==> src/rtl/alu_issue.sv <==
// alu_issue: single-issue stage feeding an external ALU with register file, writeback and Z/N/C flags
module alu_issue #(
  parameter int DATA_W = 8,
  parameter int OP_W   = 5,
  parameter int RA_W   = 3
) (
  input  logic              clk,
  input  logic              reset,
  input  logic              instr_valid,
  output logic              instr_ready,
  input  logic [OP_W-1:0]   instr_op,
  input  logic [RA_W-1:0]   instr_rd,
  input  logic [RA_W-1:0]   instr_rs1,
  input  logic [RA_W-1:0]   instr_rs2,
  input  logic              instr_use_imm,
  input  logic [DATA_W-1:0] instr_imm,
  output logic [DATA_W-1:0] alu_a1,
  output logic [DATA_W-1:0] alu_a2,
  output logic [OP_W-1:0]   alu_control,
  output logic              alu_enable,
  input  logic [DATA_W-1:0] alu_o,
  output logic              wb_valid,
  output logic [RA_W-1:0]   wb_rd,
  output logic [DATA_W-1:0] wb_data,
  output logic              flag_z,
  output logic              flag_n,
  output logic              flag_c,
  input  logic [RA_W-1:0]   dbg_raddr,
  output logic [DATA_W-1:0] dbg_rdata
);
  typedef enum logic [1:0] {IDLE, SETUP, FIRE, CAPTURE} state_t;
  state_t state, state_nx;
  logic [2**RA_W-1:0][DATA_W-1:0] rf;
  logic [RA_W-1:0] rd_q;
  logic [DATA_W:0] sum;
  logic accept, c_nx;
  assign instr_ready = state == IDLE;
  assign dbg_rdata = rf[dbg_raddr];
  always_comb begin
    accept = instr_valid & instr_ready;
    state_nx = state == IDLE ? (accept ? SETUP : IDLE) :
               state == SETUP ? FIRE :
               state == FIRE ? CAPTURE : IDLE;
    sum = {1'b0, alu_a1} + {1'b0, alu_a2};
    c_nx = alu_control == OP_W'(0) ? sum[DATA_W] :
           alu_control == OP_W'(1) ? (alu_a1 < alu_a2) : flag_c;
  end
  always_ff @(posedge clk or posedge reset)
    if (reset) state <= IDLE;
    else state <= state_nx;
  // r0 is never written, so it reads as zero without a read-side mux
  always_ff @(posedge clk or posedge reset) begin
    if (reset) begin
      rf <= '0;
      rd_q <= '0;
      alu_a1 <= '0;
      alu_a2 <= '0;
      alu_control <= '0;
      alu_enable <= 1'b0;
      wb_valid <= 1'b0;
      wb_rd <= '0;
      wb_data <= '0;
      flag_z <= 1'b0;
      flag_n <= 1'b0;
      flag_c <= 1'b0;
    end else begin
      alu_enable <= state == SETUP;
      wb_valid <= state == CAPTURE;
      if (accept) begin
        alu_a1 <= rf[instr_rs1];
        alu_a2 <= instr_use_imm ? instr_imm : rf[instr_rs2];
        alu_control <= instr_op;
        rd_q <= instr_rd;
      end
      if (state == CAPTURE) begin
        if (rd_q != '0) rf[rd_q] <= alu_o;
        wb_rd <= rd_q;
        wb_data <= alu_o;
        flag_z <= alu_o == '0;
        flag_n <= alu_o[DATA_W-1];
        flag_c <= c_nx;
      end
    end
  end
endmodule

==> config.mk <==
export PLATFORM = sky130hd
export DESIGN_NAME = alu_issue
export DESIGN_NICKNAME = d
export VERILOG_FILES = /design/src/rtl/alu_issue.sv
export SDC_FILE = /design/constraint.sdc
export NUM_CORES = 1
export LEC_CHECK = 0
export ABC_AREA = 1
export CAP_MARGIN = 20
export CORE_MARGIN = 1
export CORE_UTILIZATION = 45
export CTS_CLUSTER_SIZE = 12
export DETAILED_ROUTE_END_ITERATION = 10
export DONT_BUFFER_PORTS = 1
export PLACE_DENSITY_LB_ADDON = 0.25
export SLEW_MARGIN = 20
export SYNTH_ARGS = -nofsm -noshare
export SYNTH_HDL_FRONTEND = slang
export SYNTH_SLANG_ARGS = --single-unit
==> constraint.sdc <==
create_clock -name clk -period 4 [get_ports clk]
set_clock_uncertainty 0.05 [all_clocks]
set_input_delay 0.8 -clock clk [delete_from_list [all_inputs] [get_ports clk]]
set_output_delay 0.8 -clock clk [all_outputs]
set_load 0.05 [all_outputs]
==> results of run 1 <==
## cell type report
class | instances | area, um^2
clock inverter | 7 | 88.8
multi-input combinational | 560 | 2750
timing repair buffer | 11 | 82.6
inverter | 81 | 307
fill | 1308 | 6430
sequential | 105 | 2630
tap | 172 | 215
clock buffer | 9 | 225
## metrics by stage
stage          util [%]  power [mW]
6_report           49.5        5.14
5_1_grt            49.5        5.54
4_1_cts            49.5        5.15
3_5_place_dp       47.0        4.24
3_3_place_gp       47.0        4.16
2_1_floorplan         -        3.76
## power by group through the flow
stage	combinational, mW	clock (mW)	sequential (mW)
final	1.57	0.911	2.66
after CTS	1.58	0.930	2.65
after global routing	1.85	0.973	2.72
after detailed placement	1.57	0	2.66
after floorplan	1.32	0	2.45
after global placement	1.52	0	2.65
## flip-flops by register name, indices dropped and copies added, names as in the netlist
signal,cells
rf,64
alu_a1,8
alu_a2,8
wb_data,8
alu_control,5
rd_q,3
wb_rd,3
state,2
alu_enable,1
flag_c,1
flag_z,1
wb_valid,1
## kinds of logic after synthesis
kind of cell,count (synthesis),synth area share [%]
flip-flops,105,44.2
adder cells (fa/ha/maj),18,3.79
AND/OR/NAND/NOR,327,22.7
AO/OA/AOI/OAI,215,19.8
buffers and inverters,135,9.46
## worst register-to-register path, cell delays in order (launching register included)
cell and delay, ns:
dfrtp_1 0.41, inv_1 0.09, ha_1 0.51, nand2_1 0.10
buf_4 0.24, inv_1 0.69, nand3_1 0.28, nand2_1 0.11
## worst paths after layout
check	from	to	slack, ns	cells after the start
max	dbg_raddr[0]	dbg_rdata[5]	1.05	6
min	rf[6]$_DFFE_PP0P_	rf[6]$_DFFE_PP0P_	0.37	0
max reg2reg	state[0]$_DFF_PP0_	alu_a1[6]$_DFFE_PP0P_	1.46	7
min reg2reg	rf[6]$_DFFE_PP0P_	rf[6]$_DFFE_PP0P_	0.37	0
max in group asynchronous	reset	alu_control[0]$_DFFE_PP0P_	2.66	2
min in group asynchronous	reset	rf[32]$_DFFE_PP0P_	0.42	1
## layer usage
| layer | up-vias | global-route usage [%] | wire, um |
|---|---|---|---|
| met5 | - | 0 | 0 |
| met2 | 251 | 40.5 | 7790 |
| met3 | 46 | 6.49 | 1430 |
| met4 | 0 | 13.7 | 720 |
| li1 | 2574 | - | - |
| met1 | 2616 | 38.6 | 7810 |
## cells in the final DEF (no fill, tap or decap)
cell / netlist / routed
a21oi_1: 50 / 50
clkbuf_16: 0 / 9
a31oi_1: 8 / 8
clkinv_8: 0 / 2
nand4_1: 4 / 4
inv_12: 0 / 1
nand2_2: 2 / 2
nand2_1: 221 / 221
inv_8: 0 / 2
nor3_4: 1 / 1
clkinv_4: 0 / 1
o211ai_1: 30 / 30
nand3_2: 1 / 1
a22oi_1: 5 / 5
inv_2: 2 / 2
inv_4: 0 / 1
dfrtp_1: 105 / 105
inv_1: 76 / 75
inv_6: 0 / 1
ha_1: 18 / 18
or2_2: 1 / 1
nand3_1: 68 / 68
buf_4: 3 / 11
clkinv_1: 3 / 3
nor3_1: 1 / 1
o21ai_0: 122 / 122
nor2_1: 28 / 28
==> reports/results.ini, run 1 <==
[outcome]
status = finished clean

[sta]
hold_viol_final = 0
setup_slack_ns = 1.05
hold_ws_ns = 0.366
slew_violations = 0
setup_viol = 0
setup_tns_ns = 0
max-slew-margin-rel_pct = 39.5
finalCriticalPeriod_ns = 2.95
finalCritPeriodShare_pct = 73.8
tightest_slew_ns = 0.906
rsz0062_at_grt = false
fmax_mhz = 339

[run]
drv_cap = 0

[power_and_ir_drop]
sw_frac_of_total_pct = 50.3
pwr_density_cell_nw_per_um2 = 817
leakage_nw = 3.09
p_int_mw = 2.56
p_sw_mw = 2.59
pwr-share-seq_pct = 51.8
p_comb_share_pct = 30.5
p_clk_share_pct = 17.7
vdd_ir_drop_max_v = 0.000528

[worst_setup_path]
crit_type = in2out
max_stage_delay_ns = 0.43
cp_num_buf_inv = 2
cp.required_ns = 3.15
cpLargestDelayFamily = buffers and inverters
cp.arrival_ns = 2.10
end_kind = primary output
cp_cell_sequence = inv_1, nand2_1, o21ai_0, a21oi_1, a31oi_1, buf_4
crit_path_start_kind = primary input
crit_slowest_cell = inv_1
crit_path_max_fanout = 42

[drt]
routed_wl_um = 17800
postRouteAntennaNets = 0
dr.pass1.iters = 5
post_drt_wl_per_cell_um = 18.8
num_vias = 5487
viasPerCell = 5.81
drtIter0Drc = 572
drc_errors = 0

[global_route]
antenna_found_initial = 0
grt_max_degree = 69
grt_pass1_wl_um = 27700
track_usage_pct = 27.7
gr-total-overflow = 0
grt_pass1_vias = 4989

[cells_and_area]
n_antenna_cell = 0
fin_cells = 945
area_growth_pct = 6.01
drive_above_1_share_pct = 4.53
nets = 823
design_area_um2 = 6290

[yosys]
synthTopCellsByArea = dfrtp_1, nand2_1, o21ai_0, nand3_1, inv_1
synth_most_common_cell = nand2_1
synth.largest_area_cell = dfrtp_1
synth_cells = 800
synth_ff_type = dfrtp_1
synth-edff-count = 0
synthDistinctLibCells = 23
synth_top_cells_by_count = nand2_1, o21ai_0, dfrtp_1
async_flop_share_pct = 100
ys_seq_elements = 105
netlist_area_um2 = 5940
syn_nets = 855
seq_area_frac_synth_pct = 44.2
synth_top_area_share_pct = 44.2
yosys_warnings = 0
avgSynthCellArea_um2 = 7.42

[die]
rows = 41
ioPinCount = 83
die_area_um2 = 13700
start_util_pct = 46.7
die_w_um = 117
die_h_um = 117
coreArea_um2 = 12700

[placement]
place_inst = 929
dpl_worst_slack_ns = 1.08
dp_hpwl_um = 12500
place_congestion = 0.937
io_buffers = 0
dpl_cell_area_um2 = 5980

[clock_network]
cts_buffers = 9
post_cts_resized = 0
post-cts-setup-buffers = 0
cts_tree = yes
clkLatencyLatePin_ns = 0.36
cts.htree.levels = 3
hold_buffers = 0
clockRootBuffer = clkbuf_16
clk_path_buf_depth = 2
cts_sinks = 105
path_clk_slew_ns = 0.07

[min_path]
hp-class = reg2reg

(Power assumes the default switching activity.)
==> run 2, diff against run 1 <==
==> constraint.sdc (replaced) <==
create_clock -name clk -period 2.7 [get_ports clk]
set_clock_uncertainty 0.05 [all_clocks]
set_input_delay 0.54 -clock clk [delete_from_list [all_inputs] [get_ports clk]]
set_output_delay 0.54 -clock clk [all_outputs]
set_load 0.05 [all_outputs]
==> run 2 against run 1 <==
Effect of this change:
- cell area grew 1.1%
- non-clock buffer count rose by 5
- register-to-register slack worse by 0.77 ns
- die area did not move
- first-iteration DRC count is 26% higher
- core utilization increased by 0.55 points
- sequential share of layout area fell by 0.46 points
- total power grew 50%
- critical path depth unchanged
- via count fell by 0.42%
- largest power group unchanged
==> reports/results.ini, run 2 (synthesized netlist as in run 1, its figures left out) <==
[clock_network]
hold_buffers = 0
clkLatencyLatePin_ns = 0.36
cts_buffers = 9
clk_path_buf_depth = 2
cts_tree = yes
cts.htree.levels = 3
post_cts_resized = 0
cts_sinks = 105
clockRootBuffer = clkbuf_16
path_clk_slew_ns = 0.07
post-cts-setup-buffers = 0

[cells_and_area]
finalCoreUtilization_pct = 50.0
multiInputGateArea_um2 = 2750
most-common-layout-cells = nand2_1, o21ai_0, dfrtp_1
nets = 828
area_growth_pct = 7.18
final_common_cell = nand2_1
fin_cells = 950
largest_register_ff_count = 64
largest_register = rf
fill_cells = 1280
drive_above_1_share_pct = 5.14
n_antenna_cell = 0
seq_area_um2 = 2630

[sta]
setup_tns_ns = 0
hold_viol_final = 0
slew_violations = 0
fmax_mhz = 418
rsz0062_at_grt = false
max-slew-margin-rel_pct = 38.6
finalCritPeriodShare_pct = 88.5
setup_viol = 0
tightest_slew_ns = 0.920
finalCriticalPeriod_ns = 2.39

[placement]
place_congestion = 0.982
place_inst = 934
io_buffers = 0
dp_hpwl_um = 12600

[die]
start_util_pct = 46.7
coreArea_um2 = 12700
rows = 41
die_w_um = 117
ioPinCount = 83
die_area_um2 = 13700
die_h_um = 117

[power_and_ir_drop]
vdd_ir_drop_max_v = 0.000645
leakage_nw = 3.13
pwr_density_cell_nw_per_um2 = 1210

[worst_setup_path]
setup.worst_path.end = dbg_rdata[2]
crit_type = in2out
cp-startpoint = dbg_raddr[0]
end_kind = primary output
crit_path_start_kind = primary input
cp.arrival_ns = 1.80
crit_path_max_fanout = 42
cp.required_ns = 2.11
timing.rr.start = state[0]$_DFF_PP0_
worst_r2r_endpoint = rf[59]$_DFFE_PP0P_
ff2ff_path_depth = 5
r2r_setup_slack_ns = 0.69

[global_route]
grt_pass1_vias = 5109
grt_max_degree = 65
grt_pass1_wl_um = 28700
gr-total-overflow = 0
track_usage_pct = 28.6
antenna_found_initial = 0

[drt]
viasPerCell = 5.75
drtIter0Drc = 723
dr.pass1.iters = 6
num_vias = 5464
post_drt_wl_per_cell_um = 19.2
routed_wl_um = 18300
drc_errors = 0
postRouteAntennaNets = 0

[outcome]
status = finished clean

[min_path]
hp-class = in2async

[run]
drv_cap = 0

==> run 2: per-stage QoR <==
stage	total power, mW	hold slack [ns]	setup slack [ns]	cell area (um^2)
finish	7.72	0.180	0.310	6360
global route	8.31	0.239	0.174	6360
CTS	7.73	0.214	0.328	6360
detailed placement	6.30	0.356	0.332	6040
global placement	6.21	0.354	0.389	6040
floorplan	5.58	0.403	0.228	5940
==> run 2: per-layer routing <==
metal | global-route usage [%] | part of all wire, % | up-vias
li1 | - | - | 2594
met5 | 0 | 0 | -
met1 | 41.6 | 43 | 2537
met3 | 5.97 | 10 | 52
met2 | 40.2 | 43 | 281
met4 | 14.6 | 3.9 | 0
==> run 2: critical path, stage by stage <==
cell     delay (ns)
inv_1          0.51
nor2_1         0.08
o21ai_0        0.17
a21oi_1        0.05
a31oi_1        0.19
buf_4          0.24
==> run 2: where the power goes <==
group          internal [mW]  switching (mW)  total (mW)
logic                  0.887            1.53        2.42
registers               2.26            1.63        3.89
clock network          0.767           0.651        1.42
total                   3.92            3.81        7.72
==> run 2: worst min-delay path by stage <==
stage	start	end	depth (start not counted)
after floorplan	rf[12]$_DFFE_PP0P_	rf[12]$_DFFE_PP0P_	2
after detailed placement	rf[3]$_DFFE_PP0P_	rf[3]$_DFFE_PP0P_	0
after CTS	reset	rf[51]$_DFFE_PP0P_	1
after global placement	rf[7]$_DFFE_PP0P_	rf[7]$_DFFE_PP0P_	0
final	reset	rf[48]$_DFFE_PP0P_	1
after global routing	reset	rf[48]$_DFFE_PP0P_	1
==> run 2: cell type report <==
class                   count  share of cell area [%]
clock inverters             6                    1.28
inverters                  81                    4.84
flip-flops and latches    105                    41.3
clock buffers              10                    3.75
multi-input cells         560                    43.2
repair buffers             16                    2.28
well taps                 172                    3.38
==> run 3, diff against run 2 <==
--- a/config.mk
+++ b/config.mk
@@ -12,6 +12,7 @@
 export CTS_CLUSTER_SIZE = 12
 export DETAILED_ROUTE_END_ITERATION = 10
 export DONT_BUFFER_PORTS = 1
+export MAX_ROUTING_LAYER = met4
 export PLACE_DENSITY_LB_ADDON = 0.25
 export SLEW_MARGIN = 20
 export SYNTH_ARGS = -nofsm -noshare
==> run 3 against run 2 <==
Effect of this change:
- cell area shrank 0.24%
- final cell count shrank 0.11%
- sequential cell count is the same
- critical path type unchanged
- critical endpoint unchanged
- largest cell class unchanged
==> reports/results.ini, run 3 (synthesized netlist as in run 1, its figures left out) <==
[drt]
viasPerCell = 5.67
routed_wl_um = 18300
dr.pass1.iters = 5
postRouteAntennaNets = 0
post_drt_wl_per_cell_um = 19.3
num_vias = 5378
drtIter0Drc = 663
drc_errors = 0

[cells_and_area]
n_antenna_cell = 0
area_growth_pct = 6.93
largest_register_ff_count = 64
nets = 827
design_area_um2 = 6350
drive_above_1_share_pct = 4.89
most-common-layout-cells = nand2_1, o21ai_0, dfrtp_1
final_common_cell = nand2_1
largest_register = rf
fill_cells = 1279

[clock_network]
post_cts_resized = 0
clockRootBuffer = clkbuf_16
cts_buffers = 9
hold_buffers = 0
cts.htree.levels = 3
path_clk_slew_ns = 0.07
cts_tree = yes
post-cts-setup-buffers = 0
clkLatencyLatePin_ns = 0.35
cts_sinks = 105
clk_path_buf_depth = 2

[die]
ioPinCount = 83
start_util_pct = 46.7
die_h_um = 117
rows = 41
die_area_um2 = 13700
die_w_um = 117
coreArea_um2 = 12700

[global_route]
grt_max_degree = 65
antenna_found_initial = 0
grt_pass1_wl_um = 28200
track_usage_pct = 29.1
grt_pass1_vias = 4979
gr-total-overflow = 0

[power_and_ir_drop]
sw_frac_of_total_pct = 49.4
leakage_nw = 3.12
p_sw_mw = 3.83
p_clk_share_pct = 17.9
p_int_mw = 3.92
p_comb_share_pct = 30.7
power_mw = 7.75
pwr-share-seq_pct = 51.4
pwr_density_cell_nw_per_um2 = 1220
vdd_ir_drop_max_v = 0.000760

[sta]
rsz0062_at_grt = false
finalCritPeriodShare_pct = 88.2
max-slew-margin-rel_pct = 40.2
setup_tns_ns = 0
finalCriticalPeriod_ns = 2.38
hold_ws_ns = 0.184
tightest_slew_ns = 0.895
hold_viol_final = 0
slew_violations = 0
setup_viol = 0
fmax_mhz = 420

[outcome]
status = finished clean

[placement]
dpl_cell_area_um2 = 6040
place_congestion = 0.933
io_buffers = 0
dp_hpwl_um = 13100

[worst_setup_path]
crit_type = in2out
cp.arrival_ns = 1.79
cp.required_ns = 2.11
end_kind = primary output
ff2ff_path_depth = 8
crit_path_start_kind = primary input
crit_path_max_fanout = 42

[run]
drv_cap = 0

[min_path]
hp-class = in2async

-- run 3: power by group through the flow --
stage	Combinational (mW)	Sequential, mW	Clock, mW
6_report	2.38	3.98	1.39
5_1_grt	2.76	4.07	1.47
4_1_cts	2.39	3.95	1.40
3_5_place_dp	2.37	3.98	0
3_3_place_gp	2.28	3.97	0
2_1_floorplan	1.95	3.62	0
-- run 3: layout make-up --
class,count,area (um^2),area share [%]
Tap cell,172,215,3.39
Inverter,81,308,4.85
Multi-Input combinational cell,560,2750,43.3
Timing Repair Buffer,15,138,2.17
Sequential cell,105,2630,41.4
Clock inverter,4,56.3,0.887
Clock buffer,12,256,4.04
-- run 3: path summary, 6_finish.rpt --
check | slack, ns | start | to
setup / recovery | 0.32 | dbg_raddr[0] | dbg_rdata[2]
hold reg to reg | 0.38 | rf[2]$_DFFE_PP0P_ | rf[2]$_DFFE_PP0P_
min in group clk | 0.26 | instr_op[3] | alu_control[3]$_DFFE_PP0P_
max in group asynchronous | 1.74 | reset | rf[12]$_DFFE_PP0P_
setup reg to reg | 0.69 | alu_a2[7]$_DFFE_PP0P_ | flag_c$_DFFE_PP0P_
hold / removal | 0.18 | reset | rf[1]$_DFFE_PP0P_
-- run 3: metal layers --
metal	routed length (um)	track usage, %	share of wire, %
met5	0	-	0
met4	505	11.9	2.8
met3	1910	6.28	10
met2	7950	41.0	43
met1	7910	40.5	43
-- run 3: worst max-delay path: stages --
cell and delay (ns):
inv_1 0.48, nor2_1 0.09, o21ai_0 0.23, a21oi_1 0.06
a31oi_1 0.16, buf_4 0.22
-- run 3: stage by stage --
step	std cells	worst slack [ns]	util (%)
after floorplan	800	0.228	-
after global placement	933	0.412	47.5
after detailed placement	933	0.314	47.5
after CTS	949	0.313	49.9
after global routing	949	0.165	49.9
final	949	0.318	49.9
